===== src/rtl/likelihood_pkg.sv =====
// likelihood_pkg: shared state encoding, default geometry and saturating add for the likelihood accumulator
package likelihood_pkg;
  localparam int LK_NWORD = 3;
  localparam int LK_W = 8;
  localparam int LK_NCH = 2;
  localparam int LK_NOBS = 4;
  localparam int CH_W = $clog2(LK_NCH);
  typedef enum logic [1:0] {ST_IDLE, ST_PROG, ST_READ, ST_DONE} lk_state_e;
  // Adds two w-bit costs; clamps to 2**w-1 and flags carry when the true sum overflows w bits
  function automatic logic [31:0] sat_add(input logic [31:0] a, input logic [31:0] b, input int unsigned w, output logic carry);
    logic [32:0] s;
    logic [32:0] mx;
    s = {1'b0, a} + {1'b0, b};
    mx = (33'd1 << w) - 33'd1;
    carry = s > mx;
    return carry ? mx[31:0] : s[31:0];
  endfunction
endpackage


===== src/rtl/likelihood_accum_seq_argmin.sv =====
// argmin_nch: combinational index of the minimum cost, lowest index wins ties
module argmin_nch #(
  parameter int NCH = 2,
  parameter int W = 8
)(
  input  logic [NCH*W-1:0]        cost,
  output logic [$clog2(NCH)-1:0]  idx
);
  localparam int CW = $clog2(NCH);
  logic [W-1:0] min_c;
  // Strict less-than keeps the earliest channel on equal costs
  always_comb begin
    idx = '0;
    min_c = cost[W-1:0];
    for (int i = 1; i < NCH; i++)
      if (cost[i*W +: W] < min_c) begin
        min_c = cost[i*W +: W];
        idx = CW'(i);
      end
  end
endmodule


===== src/rtl/likelihood_accum_seq.sv =====
// likelihood_accum_seq: sequences observation reads over hypothesis columns, accumulates saturating costs, reports argmin
module likelihood_accum_seq import likelihood_pkg::*; #(
  parameter int NWORD = LK_NWORD,
  parameter int W = LK_W,
  parameter int NCH = LK_NCH,
  parameter int NOBS = LK_NOBS
)(
  input  logic                    clk,
  input  logic                    rst,
  input  logic                    start,
  input  logic [NOBS*NWORD-1:0]   obs_addr,
  input  logic [NCH*W-1:0]        prior_in,
  input  logic                    prog_req,
  input  logic [NWORD-1:0]        prog_row,
  input  logic [$clog2(NCH)-1:0]  prog_ch,
  input  logic [W-1:0]            prog_data,
  output logic                    prog_ack,
  output logic                    mem_req,
  output logic                    mem_we,
  output logic [NWORD-1:0]        mem_row,
  output logic [$clog2(NCH)-1:0]  mem_col,
  output logic [W-1:0]            mem_wdata,
  input  logic                    mem_ack,
  input  logic [W-1:0]            mem_rdata,
  output logic                    busy,
  output logic                    post_valid,
  output logic [NCH*W-1:0]        post_cost,
  output logic [$clog2(NCH)-1:0]  post_best,
  output logic [NCH-1:0]          post_sat
);
  localparam int CW = $clog2(NCH);
  localparam int OW = NOBS > 1 ? $clog2(NOBS) : 1;
  lk_state_e state;
  logic [OW-1:0] obs;
  logic [CW-1:0] ch;
  logic [W-1:0] acc [NCH];
  logic [NCH-1:0] sat, sat_nx;
  logic [NCH*W-1:0] acc_nx;
  logic [NWORD-1:0] p_row;
  logic [CW-1:0] p_ch;
  logic [W-1:0] p_data;
  logic [W-1:0] sum;
  logic carry;
  logic [CW-1:0] best;
  logic rd_fire, last;
  assign mem_req = state == ST_PROG || state == ST_READ;
  assign mem_we = state == ST_PROG;
  assign mem_row = state == ST_PROG ? p_row : state == ST_READ ? obs_addr[int'(obs)*NWORD +: NWORD] : '0;
  assign mem_col = state == ST_PROG ? p_ch : state == ST_READ ? ch : '0;
  assign mem_wdata = mem_we ? p_data : '0;
  assign busy = state != ST_IDLE;
  assign post_valid = state == ST_DONE;
  assign rd_fire = state == ST_READ && mem_ack;
  assign last = obs == OW'(NOBS-1) && ch == CW'(NCH-1);
  // Next accumulator view including the read completing this cycle, so the final edge can latch results directly
  always_comb begin
    carry = 1'b0;
    sum = W'(sat_add(32'(acc[ch]), 32'(mem_rdata), W, carry));
    for (int c = 0; c < NCH; c++) begin
      acc_nx[c*W +: W] = rd_fire && ch == CW'(c) ? sum : acc[c];
      sat_nx[c] = sat[c] | (rd_fire && ch == CW'(c) && carry);
    end
  end
  argmin_nch #(.NCH(NCH), .W(W)) u_argmin (
    .cost(acc_nx),
    .idx (best)
  );
  // Control FSM, channel-then-observation counters, accumulators, program capture and posterior registers
  always_ff @(posedge clk or posedge rst) begin
    if (rst) begin
      state <= ST_IDLE;
      obs <= '0;
      ch <= '0;
      sat <= '0;
      for (int c = 0; c < NCH; c++) acc[c] <= '0;
      p_row <= '0;
      p_ch <= '0;
      p_data <= '0;
      prog_ack <= 1'b0;
      post_cost <= '0;
      post_best <= '0;
      post_sat <= '0;
    end else begin
      prog_ack <= state == ST_PROG && mem_ack;
      for (int c = 0; c < NCH; c++) acc[c] <= acc_nx[c*W +: W];
      sat <= sat_nx;
      case (state)
        ST_IDLE:
          if (start) begin
            for (int c = 0; c < NCH; c++) acc[c] <= prior_in[c*W +: W];
            sat <= '0;
            obs <= '0;
            ch <= '0;
            state <= ST_READ;
          end else if (prog_req && !prog_ack) begin
            p_row <= prog_row;
            p_ch <= prog_ch;
            p_data <= prog_data;
            state <= ST_PROG;
          end
        ST_PROG: if (mem_ack) state <= ST_IDLE;
        ST_READ:
          if (mem_ack) begin
            ch <= ch == CW'(NCH-1) ? '0 : ch + CW'(1);
            if (ch == CW'(NCH-1)) obs <= obs + OW'(1);
            if (last) begin
              state <= ST_DONE;
              post_cost <= acc_nx;
              post_best <= best;
              post_sat <= sat_nx;
            end
          end
        default: state <= ST_IDLE;
      endcase
    end
  end
endmodule

===== config.mk =====
export PLATFORM = sky130hd
export DESIGN_NAME = likelihood_accum_seq
export DESIGN_NICKNAME = d
export VERILOG_FILES = /design/src/rtl/likelihood_pkg.sv /design/src/rtl/likelihood_accum_seq_argmin.sv /design/src/rtl/likelihood_accum_seq.sv
export SDC_FILE = /design/constraint.sdc
export NUM_CORES = 1
export LEC_CHECK = 0
export ABC_AREA = 1
export CORE_ASPECT_RATIO = 0.7
export CORE_MARGIN = 5
export CORE_UTILIZATION = 44
export CTS_CLUSTER_SIZE = 8
export DETAILED_ROUTE_END_ITERATION = 7
export PLACE_DENSITY = 0.83
export SETUP_SLACK_MARGIN = 0.5
export SLEW_MARGIN = 20
export SYNTH_ARGS = -nofsm -noshare
export SYNTH_HDL_FRONTEND = slang
export SYNTH_SLANG_ARGS = --single-unit

===== constraint.sdc =====
create_clock -name clk -period 3.15 [get_ports clk]
set_input_delay 0.63 -clock clk [delete_from_list [all_inputs] [get_ports clk]]
set_output_delay 0.63 -clock clk [all_outputs]
set_load 0.02 [all_outputs]

==> reports/metrics.cfg, run 1 <==
[critical_path]
path_class = flop to flop
worstPathRequired_ns = 3.43
start_kind = flop
worstPathMaxFanout = 4
arrival_ns = 3.29
cp-end-kind = flop

[clock_tree]
cts.clk_slew.worst_paths_ns = 0.10
numCtsBuffers = 5
htreeDepth = 2
cts-hold-fix-buffers = 0
cts_max_path_buffers = 2
cts_num_sinks = 55
clock_latency_ns = 0.33
cts_tree = done
cts_root_buf = clkbuf_8

[route]
routed-wl-met3_um = 1044
drcViolationCount = 0
drt_pass1_iterations = 5
avgRoutedWirePerCell_um = 17.08
vias_per_cell = 5.340
wl_met1_um = 3996
maxUsedRoutingLayer = met4
met2WireLength_um = 4967
dr_total_vias = 3316
totalWireLength_um = 10610
drtIter0Drc = 310
postRouteAntennaNets = 0

[place]
gpl.final_weighted_congestion = 0.8775
dp.cells = 601
hpwl_um = 6796
port_buffers = 88

[power_and_ir_drop]
combPwrFrac_pct = 68.9
p_int_mw = 2.998
irDropWorstVdd_mv = 0.4287
p_switching_mw = 2.637
switching_share_pct = 46.80
cellPowerDensity_nw_per_um2 = 1168
total_power_mw = 5.635
power_frac_clock_pct = 9.2
power.leakage_nw = 2.448
seqPwrFrac_pct = 21.9

[global_route]
grt_antenna_before_repair = 0
grtUsageTotal_pct = 22.20
grt_pass1_vias = 3330
grt_first_pass_wirelength_um = 15950
grt_overflow = 0
grt_max_degree = 32

[timing]
fin_tns_setup_ns = 0
fin_crit_sh_pct = 95.79
finClkSkew_ns = 0.008904
slew_viol_final = 0
rsz0062_at_grt = true
period_needed_ns = 3.017
max_slew_margin_pct = 63.49
tightestPinTransition_ns = 0.5463
final-setup-viol-count = 0
final_hold_viol_count = 0
fmax_ghz = 0.3314

[final_layout]
nets = 596
syn2layout_area_growth_pct = 48.80
drive_above_1_share_pct = 23.14
final_cells = 621
fin_util_pct = 66.82
num-fill-cells = 547
diodes = 0

[floorplan]
dieWidth_um = 112.6
design.core.area_sq_um = 7222
dieArea_sq_um = 9215
io_pins = 89
start_util_pct = 44.91
dieHeight_um = 81.83
num_rows = 26

[outcome]
status = completed

[hold_path]
hold_class = flop to flop

[synth]
ys_top_cells_by_count = nand2_1, dfrtp_1, inv_1, o21ai_0, nor2_1
ys_seq_area_share_pct = 42.44
syn-mean-instance-area_sq_um = 8.008
synthesis.area_sq_um = 3243
yosysTopAreaCell = dfrtp_1
ys.flop_type = dfrtp_1
async_flop_share_pct = 100.0
synth_most_common_cell = nand2_1
synth_cells = 405
yosys_warnings = 0
yosys.area.top_type_share_pct = 42.44
synth_edf_count = 0
synth_fp_nets = 479
synth.area.top_cells = dfrtp_1, nand2_1, ha_1
ys_ff_latch = 55
synth_cell_types = 35

[flow_run]
drv_cap = 0

[layer usage]
metal | GRT usage, % | vias to the layer above
met4 | 14.05 | 0
met1 | 25.35 | 1518
met3 | 6.554 | 64
met5 | 0 | -
li1 | - | 1527
met2 | 37.12 | 207
[sequential cells by signal (all words and copies together) (netlist names)]
signal	flops
sat	2
post_best	1
ch	1
post_cost	16
prog_ack	1
p_row	3
acc	16
p_data	8
p_ch	1
state	2
obs	2
post_sat	2
[cell families (layout without fill, tap and decap cells)]
group / count (synthesis) / in the layout / synth area share, %
flops: 55 / 55 / 42.44
xor+xnor: 5 / 5 / 1.350
buf+inv: 65 / 183 / 8.603
compound gates: 77 / 77 / 13.77
simple gates: 171 / 171 / 21.68
fa+ha+maj: 21 / 21 / 8.333
mux: 11 / 11 / 3.819
[critical path: stages, from the launching register on]
cell	delay (ns)
dfrtp_2	0.46
buf_4	0.18
nand2_1	0.08
nand2_2	0.09
fa_2	0.39
nand2_2	0.10
nand2_2	0.09
nand2_4	0.11
o21bai_4	0.07
xor2_2	0.17
nand2_2	0.08
nor2_2	0.13
o21bai_4	0.15
inv_2	0.07
ha_4	0.24
nand2_4	0.08
nor2_4	0.05
a2111oi_4	0.26
nand2_1	0.09
nand2_1	0.08
[cell usage in the layout, fill, tap and decap left out, types with 3 or more instances in the layout]
master,n
buf_4,35
o21ai_0,39
nor2_1,15
a21oi_1,11
nand3_2,3
clkdlybuf4s50_1,72
nand2_1,112
dfrtp_1,54
a21oi_2,3
clkbuf_8,6
o21ai_2,7
o22ai_1,3
dlygate4sd2_1,7
dlymetal6s2s_1,9
nor2_4,3
ha_1,11
nand3_1,10
nand2_4,3
ha_4,7
nand2_2,13
xor2_1,4
mux2_2,11
o21ai_1,4
inv_1,43
inv_2,6
nor2_2,6
[metrics by stage]
step	worst slack, ns	area (sq um)	hold WS (ns)
finish	0.1327	4826	0.4900
global route	-0.01598	4826	0.5309
CTS	0.3249	4706	0.4908
detailed placement	-0.2639	4357	0.4665
global placement	-0.1410	4357	0.4659
floorplan	0.2741	3262	0.4465
[power by group through the flow]
stage          logic, mW  clock network (mW)  registers (mW)
6_report            3.88               0.516            1.24
5_1_grt             4.19               0.544            1.27
4_1_cts             3.48               0.518            1.22
3_5_place_dp        3.07                   0            1.23
3_3_place_gp        2.96                   0            1.21
2_1_floorplan       1.80                   0            1.31
[area by class of cell]
cell class                 instances  area [sq um]  share of cell area, %
clock buffer                       6         82.58                  1.711
multi-input combinational        285          1837                  38.06
sequential                        55          1378                  28.55
clock inverter                     2         38.79                 0.8037
tap                               98         122.6                  2.541
inverter                          51         198.9                  4.122
timing repair buffer             124          1169                  24.22
[final timing paths]
path / start / to / slack (ns) / depth (start not counted)
setup reg to reg: ch / post_best / 0.13 / 19
min in group asynchronous: rst / acc[0] / 0.61 / 2
setup / recovery: ch / post_best / 0.13 / 19
hold / removal: post_cost[7] / post_cost[7] / 0.49 / 2
max in group asynchronous: rst / ch / 1.87 / 3
hold reg to reg: post_cost[7] / post_cost[7] / 0.49 / 2
[timing repair]
| action | 4_1_cts | 5_1_grt |
|---|---|---|
| setup buffers | 11 | 1 |
| gates cloned | 0 | 0 |
| pin swaps | 22 | 16 |
| resized for setup | 38 | 32 |
| endpoints found under the setup margin | 5 | 16 |
Power figures use the tool's default switching activity.
==> inputs of run 2 (changes only) <==
Settings changed: CTS_CLUSTER_SIZE 8 to 20.
==> results of run 2 <==
Final layout, timing and power as in run 1 (identical DEF).
==> inputs of run 3 (changes only) <==
Settings changed: CORE_UTILIZATION 44 to 45, SYNTH_HIERARCHICAL from default to 1.
==> run 3 against run 2 <==
Fmax rose by 6.3%. Critical path depth decreased by 3. Largest power group unchanged. Count of clock-buffer cells in the layout unchanged. Critical endpoint unchanged.
==> reports/metrics.cfg, run 3 <==
[clock_tree]
clock_latency_ns = 0.32
cts.clk_slew.worst_paths_ns = 0.10
cts_root_buf = clkbuf_8
cts-hold-fix-buffers = 0
cts_max_path_buffers = 2
cts_num_sinks = 55
numCtsBuffers = 5
htreeDepth = 2
cts_tree = done

[final_layout]
diodes = 0
ff_latch_area_sq_um = 1378
final_cells = 671
nets = 643
drive_above_1_share_pct = 24.04
num-fill-cells = 633
mostFrequentLayoutCells = nand2_1, clkdlybuf4s50_1, dfrtp_1
syn2layout_area_growth_pct = 45.83
fin_util_pct = 66.39
largestRegisters = acc x16, post_cost x16, p_data x8
final_common_cell = nand2_1
multiInputGateArea_sq_um = 2093
final_area_sq_um = 5136

[power_and_ir_drop]
power_frac_clock_pct = 8.7
p_int_mw = 3.040
switching_share_pct = 46.44
cellPowerDensity_nw_per_um2 = 1105
p_switching_mw = 2.636
irDropWorstVdd_mv = 0.4809
combPwrFrac_pct = 70.7
power.leakage_nw = 2.547
seqPwrFrac_pct = 20.6

[route]
avgRoutedWirePerCell_um = 15.02
totalWireLength_um = 10080
drcViolationCount = 0
vias_per_cell = 5.128
drtIter0Drc = 208
drt_pass1_iterations = 5
dr_total_vias = 3441
postRouteAntennaNets = 0

[critical_path]
path_class = input port to flop
worstPathMaxFanout = 7
worstPathRequired_ns = 3.37
r2r_slack_ns = 0.33
arrival_ns = 3.06
start_kind = input port
cp-end-kind = flop

[global_route]
grt_first_pass_wirelength_um = 16910
grtUsageTotal_pct = 21.51
grt_max_degree = 56
grt_overflow = 0
grt_antenna_before_repair = 0
grt_pass1_vias = 3523

[flow_run]
drv_cap = 0

[hold_path]
hold_class = flop to flop

[floorplan]
start_util_pct = 45.53
num_rows = 27
dieArea_sq_um = 9724
dieHeight_um = 84.02
io_pins = 89
design.core.area_sq_um = 7736
dieWidth_um = 115.7

[synth]
ys_seq_area_share_pct = 39.08
synth_fp_nets = 524
ys_top_cells_by_count = nand2_1, dfrtp_1, inv_1, nand3_1, ha_1
ys.flop_type = dfrtp_1
synth.area.top_cells = dfrtp_1, nand2_1, ha_1
synth_most_common_cell = nand2_1
yosysTopAreaCell = dfrtp_1
synth_edf_count = 0
synth_cell_types = 40
yosys_warnings = 6
yosys.area.top_type_share_pct = 39.08
synth_cells = 450
async_flop_share_pct = 100.0
ys_ff_latch = 55
syn-mean-instance-area_sq_um = 7.827
synthesis.area_sq_um = 3522

[timing]
final_hold_viol_count = 0
rsz0062_at_grt = true
period_needed_ns = 2.840
fin_crit_sh_pct = 90.14
fmax_ghz = 0.3522
slew_viol_final = 0
final-setup-viol-count = 0
max_slew_margin_pct = 67.89
finClkSkew_ns = 0.008373
tightestPinTransition_ns = 0.4809

[place]
postPlaceCellArea_sq_um = 4658
hpwl_um = 7296
dp.cells = 651
gpl.final_weighted_congestion = 0.8780
port_buffers = 88

[outcome]
status = completed

-- run 3: cell count changes after synthesis, sizes merged, moves of 3 or more --
cell and delta:
nand2 +15, or2 +5, o21bai -3, o21ai -22, and2 +10, xor2 -4
a21boi +6, inv +7, clkbuf -5, nor2 -4, buf +5, nand3 +36
-- run 3: power by group through the flow --
stage	sequential (mW)	clock, mW	combinational, mW
floorplan	1.19	0	2.12
global placement	1.15	0	3.14
detailed placement	1.17	0	3.25
CTS	1.16	0.501	3.54
global route	1.21	0.533	4.40
finish	1.17	0.492	4.02
-- run 3: cells by family (layout without fill, tap and decap cells) --
kind of cell / Yosys count / in the layout / share of synthesized area [%]
compound gates: 53 / 53 / 8.739
flops: 55 / 55 / 39.08
buf+inv: 73 / 193 / 9.023
fa+ha+maj: 21 / 21 / 7.673
xor+xnor: 2 / 2 / 0.4974
mux: 11 / 11 / 3.623
simple gates: 235 / 235 / 31.37
-- run 3: timing repair --
action                                  in CTS  in global routing
endpoints found under the setup margin      14                  2
buffers inserted                             8                  3
pin swaps                                   12                 29
gates resized for setup                     30                 52
cloned                                       0                  1
-- run 3: final cells by class --
class	count	share of cell area (%)
clock inverter	2	0.7552
clock buffer	6	1.413
sequential	55	26.82
timing repair buffer	126	23.43
inverter	59	4.361
multi-input combinational	322	40.76
tap	101	2.460
-- run 3: critical path: stages --
cell             delay (ns)
clkdlybuf4s50_1        0.47
fa_2                   0.42
nand2_2                0.10
nand3_4                0.09
nand3_4                0.09
inv_2                  0.04
nor2_4                 0.19
buf_12                 0.16
nand3_2                0.09
and2_1                 0.15
ha_1                   0.29
nand2_2                0.06
o21ai_2                0.12
a21oi_2                0.04
nand2_1                0.07
nand2_1                0.05
-- run 3: worst paths after layout --
check	end	from	depth (start not counted)
worst min-delay path	post_cost[13]	post_cost[13]	2
max in group asynchronous	ch	rst	3
worst max-delay path	post_best	mem_rdata[1]	16
min in group asynchronous	acc[8]	rst	3
worst max register to register	post_best	ch	18
worst min register to register	post_cost[13]	post_cost[13]	2
-- run 3: stage by stage --
step	hold slack, ns	setup TNS (ns)	power (mW)	setup WS (ns)
global placement	0.4621	-0.07574	4.286	-0.07574
finish	0.4868	0	5.675	0.3104
CTS	0.4907	0	5.195	0.3488
detailed placement	0.4645	-0.1283	4.414	-0.1283
global route	0.5128	0	6.139	0.1638
floorplan	0.4498	0	3.317	0.2936
-- run 3: layer usage --
metal	global-route usage [%]	part of all wire, %
met1	28.81	43
met5	0	0
met2	35.45	49
met4	6.217	1.4
met3	3.913	7.1
